==> src/rtl/uart_rx_framer.sv <==
// UART receive framer: synchronises i_rx, gates the baud prescaler and frames received words.
// Define UART_RX_PARITY_EN to add a parity bit check (ParityOdd, o_parity_err).

module uart_rx_framer #(
   parameter int unsigned DataBits   = 8,
   parameter int unsigned SyncStages = 2
`ifdef UART_RX_PARITY_EN
   ,
   parameter bit          ParityOdd  = 1'b0
`endif
) (
   input  logic                i_clk,
   input  logic                i_rst_n,
   input  logic                i_rx,
   input  logic                i_strobe,
   input  logic                i_half,
   output logic                o_presc_en,
   output logic [DataBits-1:0] o_data,
   output logic                o_valid,
   input  logic                i_ready,
`ifdef UART_RX_PARITY_EN
   output logic                o_parity_err,
`endif
   output logic                o_frame_err,
   output logic                o_overrun
);

   typedef enum logic [2:0] {
      StIdle,
      StStart,
      StData,
`ifdef UART_RX_PARITY_EN
      StParity,
`endif
      StStop,
      StPark
   } state_e;

   localparam logic [2:0] IdxLast = 3'(DataBits - 1);

   logic [SyncStages-1:0] sync_q, sync_d;
   logic                  rx_s;
   state_e                state_q, state_d;
   logic                  presc_en_q, presc_en_d;
   logic                  start_ok_q, start_ok_d;
   logic                  start_valid;
   logic [2:0]            bit_idx_q, bit_idx_d;
   logic [DataBits-1:0]   shift_q, shift_d;
   logic [DataBits-1:0]   data_q, data_d;
   logic                  valid_q, valid_d;
   logic                  frame_err_q, frame_err_d;
   logic                  overrun_q, overrun_d;
   logic                  commit;
`ifdef UART_RX_PARITY_EN
   logic                  par_bad_q, par_bad_d;
   logic                  parity_err_q, parity_err_d;
   logic                  par_mismatch;
`endif

   assign sync_d = {sync_q[SyncStages-2:0], i_rx};
   assign rx_s   = sync_q[SyncStages-1];

   // i_half is evaluated before i_strobe, so a same-cycle half can still validate the start
   assign start_valid = start_ok_q | (i_half & ~rx_s);

`ifdef UART_RX_PARITY_EN
   assign par_mismatch = rx_s != ((^shift_q) ^ ParityOdd);
`endif

   always_comb begin
      state_d     = state_q;
      presc_en_d  = presc_en_q;
      start_ok_d  = start_ok_q;
      bit_idx_d   = bit_idx_q;
      shift_d     = shift_q;
      frame_err_d = 1'b0;
      commit      = 1'b0;
`ifdef UART_RX_PARITY_EN
      par_bad_d    = par_bad_q;
      parity_err_d = 1'b0;
`endif
      unique case (state_q)
         StIdle: begin
            if (!rx_s) begin
               state_d    = StStart;
               presc_en_d = 1'b1;
               start_ok_d = 1'b0;
            end
         end
         StStart: begin
            start_ok_d = start_valid;
            // A false start still waits for the strobe so PARK leaves the counter at 0
            if (i_strobe) begin
               if (start_valid) begin
                  state_d   = StData;
                  bit_idx_d = '0;
               end else begin
                  state_d = StPark;
               end
            end
         end
         StData: begin
            if (i_half) begin
               shift_d = {rx_s, shift_q[DataBits-1:1]};
            end
            if (i_strobe) begin
               if (bit_idx_q == IdxLast) begin
`ifdef UART_RX_PARITY_EN
                  state_d   = StParity;
                  par_bad_d = 1'b0;
`else
                  state_d = StStop;
`endif
               end else begin
                  bit_idx_d = bit_idx_q + 3'd1;
               end
            end
         end
`ifdef UART_RX_PARITY_EN
         StParity: begin
            if (i_half) begin
               par_bad_d    = par_mismatch;
               parity_err_d = par_mismatch;
            end
            if (i_strobe) begin
               state_d = StStop;
            end
         end
`endif
         StStop: begin
            if (i_half) begin
`ifdef UART_RX_PARITY_EN
               commit = rx_s & ~par_bad_q;
`else
               commit = rx_s;
`endif
               frame_err_d = ~rx_s;
            end
            if (i_strobe) begin
               state_d = StPark;
            end
         end
         StPark: begin
            state_d    = StIdle;
            presc_en_d = 1'b0;
         end
         default: begin
            state_d    = StIdle;
            presc_en_d = 1'b0;
         end
      endcase
   end

   always_comb begin
      valid_d   = valid_q;
      data_d    = data_q;
      overrun_d = 1'b0;
      if (valid_q && i_ready) begin
         valid_d = 1'b0;
      end
      if (commit) begin
         if (valid_q && !i_ready) begin
            overrun_d = 1'b1;
         end else begin
            valid_d = 1'b1;
            data_d  = shift_q;
         end
      end
   end

   always_ff @(posedge i_clk or negedge i_rst_n) begin
      if (!i_rst_n) begin
         sync_q       <= '1;
         state_q      <= StIdle;
         presc_en_q   <= 1'b0;
         start_ok_q   <= 1'b0;
         bit_idx_q    <= '0;
         shift_q      <= '0;
         data_q       <= '0;
         valid_q      <= 1'b0;
         frame_err_q  <= 1'b0;
         overrun_q    <= 1'b0;
`ifdef UART_RX_PARITY_EN
         par_bad_q    <= 1'b0;
         parity_err_q <= 1'b0;
`endif
      end else begin
         sync_q       <= sync_d;
         state_q      <= state_d;
         presc_en_q   <= presc_en_d;
         start_ok_q   <= start_ok_d;
         bit_idx_q    <= bit_idx_d;
         shift_q      <= shift_d;
         data_q       <= data_d;
         valid_q      <= valid_d;
         frame_err_q  <= frame_err_d;
         overrun_q    <= overrun_d;
`ifdef UART_RX_PARITY_EN
         par_bad_q    <= par_bad_d;
         parity_err_q <= parity_err_d;
`endif
      end
   end

   assign o_presc_en  = presc_en_q;
   assign o_data      = data_q;
   assign o_valid     = valid_q;
   assign o_frame_err = frame_err_q;
   assign o_overrun   = overrun_q;
`ifdef UART_RX_PARITY_EN
   assign o_parity_err = parity_err_q;
`endif

endmodule

==> config.mk <==
export PLATFORM = sky130hd
export DESIGN_NAME = uart_rx_framer
export DESIGN_NICKNAME = d
export VERILOG_FILES = /design/src/rtl/uart_rx_framer.sv
export SDC_FILE = /design/constraint.sdc
export NUM_CORES = 1
export LEC_CHECK = 0
export BUFFER_PORTS_ARGS = -buffer_cell sky130_fd_sc_hd__buf_2
export CELL_PAD_IN_SITES_DETAIL_PLACEMENT = 2
export CELL_PAD_IN_SITES_GLOBAL_PLACEMENT = 2
export CORE_ASPECT_RATIO = 1.4
export CORE_MARGIN = 4
export CORE_UTILIZATION = 37
export CTS_CLUSTER_DIAMETER = 40
export DETAILED_ROUTE_END_ITERATION = 16
export GPL_ROUTABILITY_DRIVEN = 0
export PLACE_DENSITY_LB_ADDON = 0.1
export REMOVE_ABC_BUFFERS = 1
export SYNTH_ARGS = -nofsm -noshare
export SYNTH_HDL_FRONTEND = slang
export SYNTH_SLANG_ARGS = --single-unit
==> constraint.sdc <==
create_clock -name i_clk -period 1.82 [get_ports i_clk]
set_clock_uncertainty 0.15 [all_clocks]
set_input_delay 0.182 -clock i_clk [delete_from_list [all_inputs] [get_ports i_clk]]
set_output_delay 0.182 -clock i_clk [all_outputs]
set_load 0.05 [all_outputs]
# Yosys cells after proc, flatten, opt, wreduce, memory -nomap -nowiden
# Cells that the tools add are included.
dict set report classes {
  n_addsub 1
  eq_ne 11
  muxes 25
  n_bitwise 5
  n_reduce_logical 13
}
# operator count
set ops {}
lappend ops {{2-to-1 mux 3 bit} 10}
lappend ops {{inequality test 2 bit (second input constant)} 7}
lappend ops {{one-hot mux 3 bit (4 select lines)} 1}
lappend ops {{2-to-1 mux 1 bit} 11}
lappend ops {{AND reduction 5 bit} 2}
lappend ops {{AND reduction 2 bit} 4}
lappend ops {{equality test 3 x 2 -> 1 bit (second input constant)} 2}
lappend ops {{one-hot mux 3 bit (2 select lines)} 1}
lappend ops {{one-hot mux 1 bit (2 select lines)} 2}
lappend ops {{nonzero test 2 bit} 2}
lappend ops {{adder 3 x 1 -> 3 bit (second input constant)} 1}
lappend ops {{equality test 3 x 1 -> 1 bit (second input constant)} 1}
lappend ops {{equality test 3 bit (second input constant)} 1}
lappend ops {{zero test 3 bit} 1}
lappend ops {{NOT 1 bit} 3}
lappend ops {{OR reduction 3 bit} 1}
lappend ops {{logical AND 1 bit} 2}
lappend ops {{AND 1 bit} 1}
lappend ops {{zero test 1 bit} 1}
lappend ops {{bitwise OR 1 bit} 1}
dict set report totals {
  regBits 29
  inputBits 6
  out_inout_bits 12
}

# Logic depth before layout (Yosys ltp)
dict set report depth {
  word_depth 6
  mapped_depth 6
  mapped_depth_nobuf 6
}

# Worst setup path after synthesis
# No wires, ideal clock.
dict set report synth_path {
  path_kind {register to register}
  from {register bit_idx_q[0]}
  to {register bit_idx_q[0]}
  setup_time_ns 0.125
  arrival_ns 1.373
  setup_slack_ns 0.172
  path_stages_with_launch 7
  synth_period_minus_slack_ns 1.648
  cell_sequence {dfrtp_1 > ha_1 > ha_1 > nor2_1 > and4_1 > a21oi_1 > mux2_2}
}
dict set report synth_via {
  elab_chain_len 4
  word_cells_on_any_way 7
  classes_between {1 x add/sub; 2 x eq/ne; 3 x mux; 1 x reduce/logical}
}
# element line_no
set synth_lines {}
lappend synth_lines {{start, declared} 47} ;# logic [2:0] bit_idx_q, bit_idx_d;
lappend synth_lines {{start signal, assigned} 192} ;# bit_idx_q <= bit_idx_d;
lappend synth_lines {{adder 3 x 1 -> 3 bit} 115} ;# bit_idx_d = bit_idx_q + 3'd1;
lappend synth_lines {{2-to-1 mux 3 bit} 107} ;# if (bit_idx_q == IdxLast) begin
lappend synth_lines {{2-to-1 mux 3 bit} 106} ;# if (i_strobe) begin
lappend synth_lines {{one-hot mux 3 bit (2 select lines)} 82} ;# unique case (state_q)
# Parallel ways exist; a longest one is shown, timed or not. The select of a mux whose other input is x is not followed.
# A chain may end at the register's enable or synchronous reset.

# Worst setup path after layout
# Same ends and word-level chain as after synthesis.

==> results.toml <==
[final_layout]
fill_cells = 323
multi_input_area_um2 = 405
register_area_um2 = 728
layout-drive-gt1-share_pct = 44.9
diodes = 0
syn2layout_area_growth_pct = 19.7
finish.net_count = 115

[placement]
hpwlAfterDp_um = 1630
place.port_buffers = 17

[critical_path]
r2r_slack_ns = 0.09
worstPathArrival_ns = 1.73
cp-start-kind = "register"
crit_type = "register to register"
crit_path_end_kind = "register"
r2r-start = "bit_idx_q[0]$_DFFE_PN0P_"
cp-startpoint = "bit_idx_q[0]$_DFFE_PN0P_"
path_buf_inv = 0
r2r_end = "bit_idx_q[0]$_DFFE_PN0P_"
cp_common_cell = "ha_1"
slowest_delay_ns = 0.39
critPathMaxFanout = 3
path_cells = "ha_1, ha_1, nor2_2, and4_4, a21oi_1, mux2_2"
cpLargestDelayFamily = "adder cells"
reg2reg_depth = 6
critPathRequiredTime_ns = 1.82
critPathSlowestCell = "dfrtp_1"

[floorplan]
die_w_um = 55.3
rows = 23
die_height_um = 74.2
die-area_mm2 = 0.00410
io_pins = 18
fp.coreArea_mm2 = 0.00294
initial_core_util_pct = 39.5

[logic_synthesis]
ys_ff_latch = 29
synth_top_family_by_area = "multiplexers"
synth_top_cell_by_area = "dfrtp_1"
synth.area.mux_share_pct = 17.4
synth_edf_count = 0
synthSimpleGateAreaFrac_pct = 10.9
syn_area_mm2 = 0.00116
synthAdderAreaFrac_pct = 2.16
synth_xor_area_share_pct = 0
synth.area.top_cells = "dfrtp_1 (58%), mux2_2 (17%), dfstp_2 (4.5%), nor2_1 (2.3%), ha_1 (2.2%)"
synth_top_area_share_pct = 58.3
netlist_instances = 84
ys_seq_area_share_pct = 62.9
yosys.cell_types.count = 22
synth.most_common_cell = "dfrtp_1"
synthesis.area_per_instance_um2 = 13.8
ys_async_sr_fraction_pct = 100
synth_common_cells = "dfrtp_1 (27), mux2_2 (17), nor2_1 (7)"
ys.flop_type = "dfrtp_1"
synth-compound-area-share_pct = 4.10
ys_warn_count = 0

[power_and_ir_drop]
ir_drop_mv = 0.893
powerDensity_mw_per_mm2 = 1590
power.leakage_nw = 0.708

[timing]
drv_slew = 0
setup_tns_ns = 0
rsz0062_at_grt = "no"
hold_violations = 0
setup_violations = 0
fmax_mhz = 579
worst_pin_slew_ns = 0.632
min_period_ns = 1.73
fin_worst_hold_slack_ns = 0.102
relSlewSlack_pct = 57.8
fin_crit_sh_pct = 94.8

[global_routing]
first_global_vias = 859
grt_overflow = 0
gr-usage-all-layers_pct = 13.6
grt_max_degree = 30
antenna_found_initial = 0
grt_pass1_wl_um = 4160

[routing]
first_pass_iters = 2
drt_iter0_drc = 4
route.detailed.wl_per_inst_um = 15.8
vias = 721
drtAntennaViolNets = 0
postRouteWirelength_um = 2280
post_drt_via_cell_ratio = 5.01
drc = 0

[min_path]
worstHoldEndpoint = "start_ok_q$_DFFE_PN0P_"
hold_class = "primary input to register"
worstHoldStart = "i_half"
hold-path-cell-count = 3

[clock_network]
clkSinkCount = 29
cts_root_buffer = "clkbuf_8"
clk_path_buf_depth = 2
cts_tree = "done"
cts.clk_slew.worst_paths_ns = 0.06
numCtsBuffers = 5
htree_num_levels = 2
clock_latency_ns = 0.27

[run]
max-cap-violations = 0

[run_status]
status = "finished, final reports clean"
-- per-layer routing --
layer  vias up  GRT usage [%]  part of all wire [%]
li1        333              -                     -
met1       371           16.2                    42
met2        13           22.0                    53
met3         4           5.38                   3.5
met4         0           5.68                   1.3
met5         -              0                     0
-- stage by stage --
step / util, % / power [W] / setup slack [ns] / cells / cell area [um2]
floorplan: - / 0.00149 / 0.171 / 80 / 1140
global placement: 43.2 / 0.00166 / 0.124 / 134 / 1270
detailed placement: 43.2 / 0.00171 / 0.00144 / 134 / 1270
CTS: 46.9 / 0.00225 / 0.0224 / 143 / 1380
global route: 47.2 / 0.00238 / 0.00548 / 144 / 1390
finish: 47.2 / 0.00221 / 0.0941 / 144 / 1390
-- worst reg2reg max path: stages, from the launching register on --
cell and delay, ns:
dfrtp_1 0.39, ha_1 0.20, ha_1 0.21, nor2_2 0.09, and4_4 0.22, a21oi_1 0.06, mux2_2 0.28
-- repair_timing --
item                       CTS  global route
hold buffers                 2             0
pin swaps                    0             1
setup endpoints to repair    1             1
setup buffers                0             1
resized for setup            1             1
hold endpoints to repair    28             0
-- area by class of cell --
type                            count  area share (%)
Multi-Input combinational cell     49            29.2
Timing Repair Buffer               20            8.12
Clock buffer                        7            6.23
Sequential cell                    29            52.5
Inverter                            2           0.542
Tap cell                           37            3.34
-- how the worst max path moves through the flow --
stage,end,slack (ns),depth (start not counted)
floorplan,bit_idx_q[0]$_DFFE_PN0P_,0.17,6
global placement,bit_idx_q[0]$_DFFE_PN0P_,0.12,6
detailed placement,bit_idx_q[0]$_DFFE_PN0P_,0.001,6
CTS,bit_idx_q[0]$_DFFE_PN0P_,0.02,6
global route,bit_idx_q[0]$_DFFE_PN0P_,0.005,6
finish,bit_idx_q[0]$_DFFE_PN0P_,0.09,6
-- cell families (layout without fill, tap and decap cells) --
| kind of cell | after synthesis | count (layout) |
|---|---|---|
| AND/OR/NAND/NOR | 21 | 21 |
| adder cells (fa/ha/maj) | 2 | 2 |
| flip-flops | 29 | 29 |
| AO/OA/AOI/OAI | 8 | 8 |
| buffers and inverters | 6 | 29 |
| multiplexers | 18 | 18 |
-- registers in the layout, summed over array words and instances (netlist names) --
register and flops:
bit_idx_q 3, o_data 8, o_frame_err 1, o_overrun 1, o_presc_en 1, o_valid 1
shift_q 8, start_ok_q 1, state_q 3, sync_q 2
-- cell usage in the layout (no fill, tap or decap), types with 2 or more instances in the layout --
| cell type | netlist | routed |
|---|---|---|
| a22o_1 | 2 | 2 |
| a21oi_1 | 4 | 4 |
| buf_2 | 1 | 17 |
| nor3_1 | 3 | 3 |
| dlygate4sd3_1 | 0 | 2 |
| clkbuf_8 | 0 | 6 |
| ha_1 | 2 | 2 |
| nand2b_1 | 2 | 2 |
| dfstp_2 | 2 | 2 |
| dfrtp_1 | 27 | 27 |
| inv_1 | 2 | 2 |
| nand2_1 | 3 | 3 |
| nor2_1 | 7 | 6 |
| mux2_2 | 17 | 17 |
| o21ai_0 | 2 | 2 |
-- where the power goes --
group	total (W)	switching [W]	leakage [nW]	internal [W]
combinational	0.000688	0.000424	0.286	0.000264
clock	0.000511	0.000212	0.0443	0.000299
sequential	0.00101	0.000164	0.378	0.000846
total	0.00221	0.000800	0.708	0.00141
Power figures use the tool's default switching activity.
